[src/rtl/ras_spec_scheduler_if.sv]
// Frontend, resolution and stack-command signals of ras_spec_scheduler.
// The master side is the frontend/branch unit and the slave side is the scheduler.
interface ras_spec_scheduler_if #(
  parameter int unsigned BRANCHES_ADDR = 4,
  parameter int unsigned WIDTH         = 32
);
  logic                     fe_valid;
  logic [1:0]               fe_op;
  logic [WIDTH-1:0]         fe_data;
  logic                     fe_ready;
  logic [BRANCHES_ADDR-1:0] fe_tag;
  logic                     rs_valid;
  logic [BRANCHES_ADDR-1:0] rs_tag;
  logic                     rs_mispredict;
  logic                     ras_push;
  logic                     ras_pop;
  logic                     ras_branch;
  logic                     ras_close_valid;
  logic                     ras_close_invalid;
  logic [WIDTH-1:0]         ras_din;
  logic [BRANCHES_ADDR:0]   outstanding;
  logic                     full;
  logic                     flush_done;
  logic                     rs_err;

  modport master (
    output fe_valid, fe_op, fe_data, rs_valid, rs_tag, rs_mispredict,
    input  fe_ready, fe_tag, ras_push, ras_pop, ras_branch, ras_close_valid,
    input  ras_close_invalid, ras_din, outstanding, full, flush_done, rs_err
  );

  modport slave (
    input  fe_valid, fe_op, fe_data, rs_valid, rs_tag, rs_mispredict,
    output fe_ready, fe_tag, ras_push, ras_pop, ras_branch, ras_close_valid,
    output ras_close_invalid, ras_din, outstanding, full, flush_done, rs_err
  );
endinterface

[src/rtl/ras_spec_scheduler.sv]
// Serialises frontend ops and in-order branch retirement/flush onto the return-address stack.
// Optional resolution/underflow error checking is enabled by defining RAS_SPEC_SCHED_ERRCHK_EN.
module ras_spec_scheduler #(
  parameter int unsigned MAXBRANCHES   = 16,
  parameter int unsigned BRANCHES_ADDR = 4,
  parameter int unsigned WIDTH         = 32,
  parameter int unsigned MAX_DEFER     = 8
) (
  input logic                 clk,
  input logic                 rst_n,
  ras_spec_scheduler_if.slave bus
);
  localparam int unsigned PtrW   = BRANCHES_ADDR + 1;
  localparam int unsigned DeferW = $clog2(MAX_DEFER + 1);
  localparam logic [1:0] OpPush   = 2'b00;
  localparam logic [1:0] OpPop    = 2'b01;
  localparam logic [1:0] OpRepl   = 2'b10;
  localparam logic [1:0] OpBranch = 2'b11;

  typedef enum logic [1:0] {StRun, StFlush, StDrain} state_e;

  state_e                   r_state;
  logic [PtrW-1:0]          r_head, r_tail;
  logic [MAXBRANCHES-1:0]   r_valid, r_resolved, r_mispred;
  logic [DeferW-1:0]        r_defer;
  logic                     r_push, r_pop, r_branch, r_close_valid, r_close_invalid;
  logic                     r_flush_done;
  logic [WIDTH-1:0]         r_din;

  logic [BRANCHES_ADDR-1:0] w_head_idx, w_tail_idx;
  logic [PtrW-1:0]          w_outstanding;
  logic                     w_full, w_run, w_flush_pending, w_close_ready, w_defer_max;
  logic                     w_fe_ready, w_fe_fire, w_close, w_rs_take;

  assign w_head_idx      = r_head[BRANCHES_ADDR-1:0];
  assign w_tail_idx      = r_tail[BRANCHES_ADDR-1:0];
  assign w_outstanding   = r_tail - r_head;
  assign w_full          = (w_outstanding == PtrW'(MAXBRANCHES));
  assign w_run           = (r_state == StRun);
  assign w_flush_pending = w_run && r_valid[w_head_idx] && r_resolved[w_head_idx]
                           && r_mispred[w_head_idx];
  assign w_close_ready   = r_valid[w_head_idx] && r_resolved[w_head_idx] && !r_mispred[w_head_idx];
  assign w_defer_max     = (r_defer == DeferW'(MAX_DEFER));
  assign w_fe_ready      = w_run && !w_flush_pending && !(w_defer_max && w_close_ready)
                           && !((bus.fe_op == OpBranch) && w_full);
  assign w_fe_fire       = bus.fe_valid && w_fe_ready;
  // A close never shares a cycle with an accepted frontend op, keeping commands exclusive.
  assign w_close         = w_run && w_close_ready && !w_fe_fire;
  assign w_rs_take       = w_run && bus.rs_valid && r_valid[bus.rs_tag] && !r_resolved[bus.rs_tag];

  always_ff @(posedge clk or negedge rst_n) begin
    if (!rst_n) begin
      r_state         <= StRun;
      r_head          <= '0;
      r_tail          <= '0;
      r_valid         <= '0;
      r_resolved      <= '0;
      r_mispred       <= '0;
      r_defer         <= '0;
      r_push          <= 1'b0;
      r_pop           <= 1'b0;
      r_branch        <= 1'b0;
      r_close_valid   <= 1'b0;
      r_close_invalid <= 1'b0;
      r_flush_done    <= 1'b0;
      r_din           <= '0;
    end else begin
      r_push          <= 1'b0;
      r_pop           <= 1'b0;
      r_branch        <= 1'b0;
      r_close_valid   <= 1'b0;
      r_close_invalid <= 1'b0;
      r_flush_done    <= 1'b0;
      r_din           <= '0;
      unique case (r_state)
        StRun: begin
          if (w_flush_pending) begin
            r_state         <= StFlush;
            r_close_invalid <= 1'b1;
            r_valid         <= '0;
            r_resolved      <= '0;
            r_mispred       <= '0;
            r_head          <= r_tail;
            r_defer         <= '0;
          end else begin
            if (w_rs_take) begin
              r_resolved[bus.rs_tag] <= 1'b1;
              r_mispred[bus.rs_tag]  <= bus.rs_mispredict;
            end
            if (w_close) begin
              r_close_valid          <= 1'b1;
              r_valid[w_head_idx]    <= 1'b0;
              r_resolved[w_head_idx] <= 1'b0;
              r_mispred[w_head_idx]  <= 1'b0;
              r_head                 <= r_head + PtrW'(1);
              r_defer                <= '0;
            end else if (w_close_ready && !w_defer_max) begin
              r_defer <= r_defer + DeferW'(1);
            end
            if (w_fe_fire) begin
              unique case (bus.fe_op)
                OpPush: begin
                  r_push <= 1'b1;
                  r_din  <= bus.fe_data;
                end
                OpPop: r_pop <= 1'b1;
                OpRepl: begin
                  r_push <= 1'b1;
                  r_pop  <= 1'b1;
                  r_din  <= bus.fe_data;
                end
                OpBranch: begin
                  r_branch               <= 1'b1;
                  r_valid[w_tail_idx]    <= 1'b1;
                  r_resolved[w_tail_idx] <= 1'b0;
                  r_mispred[w_tail_idx]  <= 1'b0;
                  r_tail                 <= r_tail + PtrW'(1);
                end
                default: ;
              endcase
            end
          end
        end
        StFlush: begin
          r_state      <= StDrain;
          r_flush_done <= 1'b1;
        end
        StDrain: r_state <= StRun;
        default: r_state <= StRun;
      endcase
    end
  end

`ifdef RAS_SPEC_SCHED_ERRCHK_EN
  localparam int unsigned DepthMax = MAXBRANCHES * 2;
  localparam int unsigned DepthW   = $clog2(DepthMax + 1);

  logic [DepthW-1:0] r_depth;
  logic              r_rs_err;
  logic              w_err;

  always_comb begin
    w_err = 1'b0;
    if (w_run) begin
      if (bus.rs_valid && (!r_valid[bus.rs_tag] || r_resolved[bus.rs_tag])) w_err = 1'b1;
      if (bus.fe_valid && (bus.fe_op == OpBranch) && w_full) w_err = 1'b1;
      if (bus.fe_valid && ((bus.fe_op == OpPop) || (bus.fe_op == OpRepl))
          && (w_outstanding == '0) && (r_depth == '0)) w_err = 1'b1;
    end
  end

  // After a flush the stack depth is unknown, so assume non-empty rather than raise false errors.
  always_ff @(posedge clk or negedge rst_n) begin
    if (!rst_n) begin
      r_depth  <= '0;
      r_rs_err <= 1'b0;
    end else begin
      if (w_err) r_rs_err <= 1'b1;
      if (w_flush_pending) begin
        r_depth <= DepthW'(DepthMax);
      end else if (w_fe_fire) begin
        if ((bus.fe_op == OpPush) && (r_depth != DepthW'(DepthMax))) begin
          r_depth <= r_depth + DepthW'(1);
        end else if ((bus.fe_op == OpPop) && (r_depth != '0)) begin
          r_depth <= r_depth - DepthW'(1);
        end
      end
    end
  end

  assign bus.rs_err = r_rs_err;
`else
  assign bus.rs_err = 1'b0;
`endif

  assign bus.fe_ready          = w_fe_ready;
  assign bus.fe_tag            = w_tail_idx;
  assign bus.ras_push          = r_push;
  assign bus.ras_pop           = r_pop;
  assign bus.ras_branch        = r_branch;
  assign bus.ras_close_valid   = r_close_valid;
  assign bus.ras_close_invalid = r_close_invalid;
  assign bus.ras_din           = r_din;
  assign bus.outstanding       = w_outstanding;
  assign bus.full              = w_full;
  assign bus.flush_done        = r_flush_done;
endmodule

[src/flat_wrapper.sv]
// flat-port wrapper written by rule: the top's interface ports become plain ports
module ras_spec_scheduler_flat 
#(
  parameter int unsigned MAXBRANCHES   = 16,
  parameter int unsigned BRANCHES_ADDR = 4,
  parameter int unsigned WIDTH         = 32,
  parameter int unsigned MAX_DEFER     = 8
)
  (clk, rst_n, bus_fe_valid, bus_fe_op, bus_fe_data, bus_rs_valid, bus_rs_tag, bus_rs_mispredict, bus_fe_ready, bus_fe_tag, bus_ras_push, bus_ras_pop, bus_ras_branch, bus_ras_close_valid, bus_ras_close_invalid, bus_ras_din, bus_outstanding, bus_full, bus_flush_done, bus_rs_err);
  ras_spec_scheduler_if #(.BRANCHES_ADDR(BRANCHES_ADDR), .WIDTH(WIDTH)) bus_i ();
  input logic clk;
  input logic rst_n;
  input wire logic [$bits(bus_i.fe_valid)-1:0] bus_fe_valid;
  input wire logic [$bits(bus_i.fe_op)-1:0] bus_fe_op;
  input wire logic [$bits(bus_i.fe_data)-1:0] bus_fe_data;
  input wire logic [$bits(bus_i.rs_valid)-1:0] bus_rs_valid;
  input wire logic [$bits(bus_i.rs_tag)-1:0] bus_rs_tag;
  input wire logic [$bits(bus_i.rs_mispredict)-1:0] bus_rs_mispredict;
  output wire logic [$bits(bus_i.fe_ready)-1:0] bus_fe_ready;
  output wire logic [$bits(bus_i.fe_tag)-1:0] bus_fe_tag;
  output wire logic [$bits(bus_i.ras_push)-1:0] bus_ras_push;
  output wire logic [$bits(bus_i.ras_pop)-1:0] bus_ras_pop;
  output wire logic [$bits(bus_i.ras_branch)-1:0] bus_ras_branch;
  output wire logic [$bits(bus_i.ras_close_valid)-1:0] bus_ras_close_valid;
  output wire logic [$bits(bus_i.ras_close_invalid)-1:0] bus_ras_close_invalid;
  output wire logic [$bits(bus_i.ras_din)-1:0] bus_ras_din;
  output wire logic [$bits(bus_i.outstanding)-1:0] bus_outstanding;
  output wire logic [$bits(bus_i.full)-1:0] bus_full;
  output wire logic [$bits(bus_i.flush_done)-1:0] bus_flush_done;
  output wire logic [$bits(bus_i.rs_err)-1:0] bus_rs_err;
  assign bus_i.fe_valid = bus_fe_valid;
  assign bus_i.fe_op = bus_fe_op;
  assign bus_i.fe_data = bus_fe_data;
  assign bus_i.rs_valid = bus_rs_valid;
  assign bus_i.rs_tag = bus_rs_tag;
  assign bus_i.rs_mispredict = bus_rs_mispredict;
  assign bus_fe_ready = bus_i.fe_ready;
  assign bus_fe_tag = bus_i.fe_tag;
  assign bus_ras_push = bus_i.ras_push;
  assign bus_ras_pop = bus_i.ras_pop;
  assign bus_ras_branch = bus_i.ras_branch;
  assign bus_ras_close_valid = bus_i.ras_close_valid;
  assign bus_ras_close_invalid = bus_i.ras_close_invalid;
  assign bus_ras_din = bus_i.ras_din;
  assign bus_outstanding = bus_i.outstanding;
  assign bus_full = bus_i.full;
  assign bus_flush_done = bus_i.flush_done;
  assign bus_rs_err = bus_i.rs_err;
  ras_spec_scheduler #(.MAXBRANCHES(MAXBRANCHES), .BRANCHES_ADDR(BRANCHES_ADDR), .WIDTH(WIDTH), .MAX_DEFER(MAX_DEFER)) u_core (.clk(clk), .rst_n(rst_n), .bus(bus_i));
endmodule
[config.mk]
export PLATFORM = sky130hd
export DESIGN_NAME = ras_spec_scheduler_flat
export DESIGN_NICKNAME = d
export VERILOG_FILES = /design/src/rtl/ras_spec_scheduler_if.sv /design/src/rtl/ras_spec_scheduler.sv /design/src/flat_wrapper.sv
export SDC_FILE = /design/constraint.sdc
export NUM_CORES = 1
export LEC_CHECK = 0
export CORE_MARGIN = 3
export CORE_UTILIZATION = 48
export CTS_CLUSTER_SIZE = 12
export DETAILED_ROUTE_END_ITERATION = 8
export PLACE_DENSITY = 0.76
export SYNTH_ARGS = -nofsm -noshare
export SYNTH_HDL_FRONTEND = slang
export SYNTH_SLANG_ARGS = --single-unit
[constraint.sdc]
create_clock -name clk -period 3 [get_ports clk]
set_input_delay 0.3 -clock clk [delete_from_list [all_inputs] [get_ports clk]]
set_output_delay 0.3 -clock clk [all_outputs]
set_load 0.1 [all_outputs]
==> qor.json <==
{
  "sta": {
    "rsz_0062_raised_after_global_routing": "true",
    "tns_ps": 0,
    "postLayoutSetupSlackWorst_ps": 57.6,
    "finalCritPeriodShare_pct": 98.1,
    "fmax_mhz": 340,
    "max-slew-margin-rel_pct": 33.9,
    "final_setup_violation_count": 0,
    "timing.final.max_slew_violations": 0,
    "period_minus_slack_ps": 2940,
    "hold_viol_final": 0,
    "timing_worst_slew_pin_value_ps": 989,
    "fin_worst_skew_ps": 15.0
  },
  "yosys": {
    "synthCells": 506,
    "ys_seq_elements": 102,
    "synth_cell_types": 71,
    "synth_edf_count": 0,
    "syn_area_um2": 5410,
    "synth-async-reset-ratio_pct": 100,
    "yosys-top-cells-count": "sky130_fd_sc_hd__dfrtp_1 (102), sky130_fd_sc_hd__nand2_1 (53), sky130_fd_sc_hd__and2_1 (39), sky130_fd_sc_hd__nor2_1 (26), sky130_fd_sc_hd__inv_1 (24)",
    "syn_area_per_cell_um2": 10.7,
    "netlist_top_cells_area": "sky130_fd_sc_hd__dfrtp_1 (47%), sky130_fd_sc_hd__mux4_2 (6.7%), sky130_fd_sc_hd__and2_1 (4.5%)",
    "seq_area_frac_synth_pct": 47.2,
    "synth_ff_type": "sky130_fd_sc_hd__dfrtp_1",
    "yosys.area.top_type": "sky130_fd_sc_hd__dfrtp_1",
    "yosys_warnings": 0,
    "mappedNetlistNets": 567,
    "synth_top_cell_area_share_pct": 47.2,
    "yosys.cell_count.top_type": "sky130_fd_sc_hd__dfrtp_1"
  },
  "grt": {
    "antenna_found_initial": 0,
    "grt_pass1_wl_um": 24200,
    "pin_count_of_the_biggest_net_entering_global_routing": 58,
    "via_count_of_the_first_global_routing_pass": 4621,
    "grt.total_usage_pct": 24.6,
    "globalRouteOverflowTotal": 0
  },
  "clock_network": {
    "cts-buffers-inserted": 9,
    "htree_levels": 3,
    "cts.reportedPaths.clkPinSlew_ps": 80,
    "tritoncts_sink_count": 102,
    "ctsLongestPathBuffers": 2,
    "cts_tree": "done",
    "clock_tree_root_buffer_cell": "sky130_fd_sc_hd__clkbuf_16",
    "clk_latency_ps": 360
  },
  "cells_and_area": {
    "layout-drive-gt1-share_pct": 24.1,
    "layout.nets": 682,
    "multi_input_area_um2": 2720,
    "diodes": 0,
    "core_occupancy_in_the_finished_layout_pct": 65.0,
    "final.fill_count": 863,
    "flow.area_growth_from_synthesis_pct": 31.3,
    "layout.area.seq_um2": 2550
  },
  "setup_path": {
    "worst_setup_path_start_kind": "flop",
    "critPathArrivalTime_ps": 2640,
    "critPathMostFrequentCell": "sky130_fd_sc_hd__and2_4",
    "critical-path-slowest-cell": "sky130_fd_sc_hd__mux4_2",
    "worst-endpoint-required_ps": 2700,
    "crit_path_max_incr_delay_ps": 500,
    "criticalPathCategory": "flop to output pin",
    "timing.critical_path.fanout_max": 3,
    "critPathCaptureType": "output pin",
    "critical_path.cell_chain": "buf_6 > mux4_2 > mux2_4 > and2_4 > o32ai_4 > and2_4 > a21boi_4 > buf_12"
  },
  "routing": {
    "vias_per_cell": 5.93,
    "drtAntennaViolNets": 0,
    "route.detailed.wl_per_inst_um": 19.7,
    "first_iter_violations": 446,
    "firstDrtPassIters": 5,
    "routed-via-count": 4544,
    "postRouteWirelength_um": 15100,
    "drc": 0
  },
  "power_and_ir_drop": {
    "fin_total_pwr_mw": 8.80,
    "p_leak_nw": 3.30,
    "power_per_cell_area_nw_per_um2": 1240,
    "vdd_ir_drop_max_mv": 0.837
  },
  "floorplanning": {
    "fp.dieArea_um2": 12600,
    "die_x_um": 112,
    "floorplan.io_pins": 93,
    "initial_utilization_pct": 49.5,
    "core-area_um2": 10900,
    "die_h_um": 112,
    "floorplan.rows": 38
  },
  "placement": {
    "gp_congestion": 0.912,
    "port_buffers": 91,
    "dp_worst_setup_slack_ps": -25.3,
    "dp_hpwl_um": 11200
  },
  "hold_path": {
    "hp-class": "input port to flop"
  },
  "job": {
    "cap_violations": 0
  },
  "status": {
    "run_status": "completed"
  }
}
-- routing by layer --
layer,wire length (µm),part of all wire [%],GRT usage [%]
met5,0,0,0
met4,510,3.4,9.38
met1,5650,37,31.1
met2,7270,48,39.3
met3,1650,11,8.68
-- layout by cell type, fill, tap and decap left out, types with 3 or more instances in the layout --
cell / instances
sky130_fd_sc_hd__nand2_1: 51
sky130_fd_sc_hd__xnor2_1: 5
sky130_fd_sc_hd__clkbuf_16: 9
sky130_fd_sc_hd__nand3_1: 13
sky130_fd_sc_hd__a21oi_2: 4
sky130_fd_sc_hd__o21ai_0: 8
sky130_fd_sc_hd__mux4_2: 16
sky130_fd_sc_hd__and2_1: 37
sky130_fd_sc_hd__nor2b_1: 4
sky130_fd_sc_hd__a21oi_1: 12
sky130_fd_sc_hd__inv_2: 4
sky130_fd_sc_hd__a31o_2: 5
sky130_fd_sc_hd__mux2i_1: 13
sky130_fd_sc_hd__a31o_1: 4
sky130_fd_sc_hd__buf_12: 8
sky130_fd_sc_hd__or2_2: 3
sky130_fd_sc_hd__and2_4: 3
sky130_fd_sc_hd__ha_1: 17
sky130_fd_sc_hd__nor4_1: 4
sky130_fd_sc_hd__nor3_1: 14
sky130_fd_sc_hd__nor2_1: 26
sky130_fd_sc_hd__dfrtp_1: 101
sky130_fd_sc_hd__nand3b_1: 3
sky130_fd_sc_hd__o21ai_1: 8
sky130_fd_sc_hd__mux2_2: 4
sky130_fd_sc_hd__nor3b_1: 5
sky130_fd_sc_hd__buf_4: 61
sky130_fd_sc_hd__a31oi_1: 4
sky130_fd_sc_hd__and3_1: 17
sky130_fd_sc_hd__o21bai_1: 4
sky130_fd_sc_hd__o22ai_1: 3
sky130_fd_sc_hd__a22o_1: 3
sky130_fd_sc_hd__nand2_2: 3
sky130_fd_sc_hd__inv_1: 22
sky130_fd_sc_hd__clkdlybuf4s50_1: 61
-- stage by stage --
step / cell area [µm²] / cells / hold WS, ps
detailed placement: 6680 / 744 / 358
global placement: 6680 / 744 / 351
floorplan: 5480 / 506 / 4.41
finish: 7110 / 766 / 483
global route: 7110 / 766 / 481
CTS: 7040 / 765 / 475
-- sequential cells by signal, indices dropped and copies added, names as in the netlist, 2 cells and up --
name,count
u_core.r_state,2
u_core.bus.ras_din,32
u_core.r_tail,5
u_core.r_valid,16
u_core.r_defer,4
u_core.r_head,5
u_core.r_resolved,16
u_core.r_mispred,16
-- timing repair --
action,4_1_cts,5_1_grt
gates resized for setup,4,13
pin swaps,3,4
endpoints found under the hold margin,45,0
buffers inserted,5,1
hold buffers,1,0
endpoints found under the setup margin,2,86
-- critical path: cells and delay by family, from the launching register on --
family	cells	cell delay (ps)
AO/OA/AOI/OAI	2	430
buffers and inverters	2	320
flip-flops	1	360
multiplexers	2	810
AND/OR/NAND/NOR	2	360
-- where the power goes --
group	switching, mW	internal [mW]	total [mW]
logic	3.53	1.91	5.44
registers	0.354	1.82	2.18
clock network	0.589	0.591	1.18
-- cell type report --
class / count / share of cell area (%)
Multi-Input combinational cell: 349 / 38.3
Sequential cell: 102 / 35.9
Timing Repair Buffer: 132 / 17.6
Clock buffer: 9 / 3.17
Tap cell: 140 / 2.47
Inverter: 27 / 1.48
Clock inverter: 7 / 1.04
-- cell families (layout without fill, tap and decap cells) --
| family | after synthesis | after routing | synth area share, % |
|---|---|---|---|
| adders and majority gates | 18 | 18 | 4.30 |
| muxes | 34 | 34 | 10.1 |
| DFF | 102 | 102 | 47.2 |
| other | 1 | 1 | 0.0693 |
| buffers and inverters | 55 | 175 | 4.90 |
| and+or+nand+nor | 204 | 204 | 20.8 |
| AOI/OAI and AO/OA | 83 | 83 | 11.1 |
| xor gates and xnor gates | 9 | 9 | 1.60 |
-- path summary, 6_finish.rpt --
| path | start | cells past startpoint | slack (ps) | endpoint |
|---|---|---|---|---|
| setup / recovery | u_core.r_head[1] | 8 | 60 | bus_fe_ready |
| hold reg to reg | u_core.r_state[1] | 1 | 490 | u_core.r_state[1] |
| setup reg to reg | u_core.r_head[1] | 11 | 100 | u_core.r_valid[0] |
| min in group asynchronous | rst_n | 2 | 510 | u_core.r_head[3] |
| max in group asynchronous | rst_n | 3 | 1780 | u_core.r_tail[0] |
| hold / removal | bus_fe_data[22] | 2 | 480 | u_core.bus.ras_din[22] |
No activity file was read; power rests on OpenSTA's default activity.
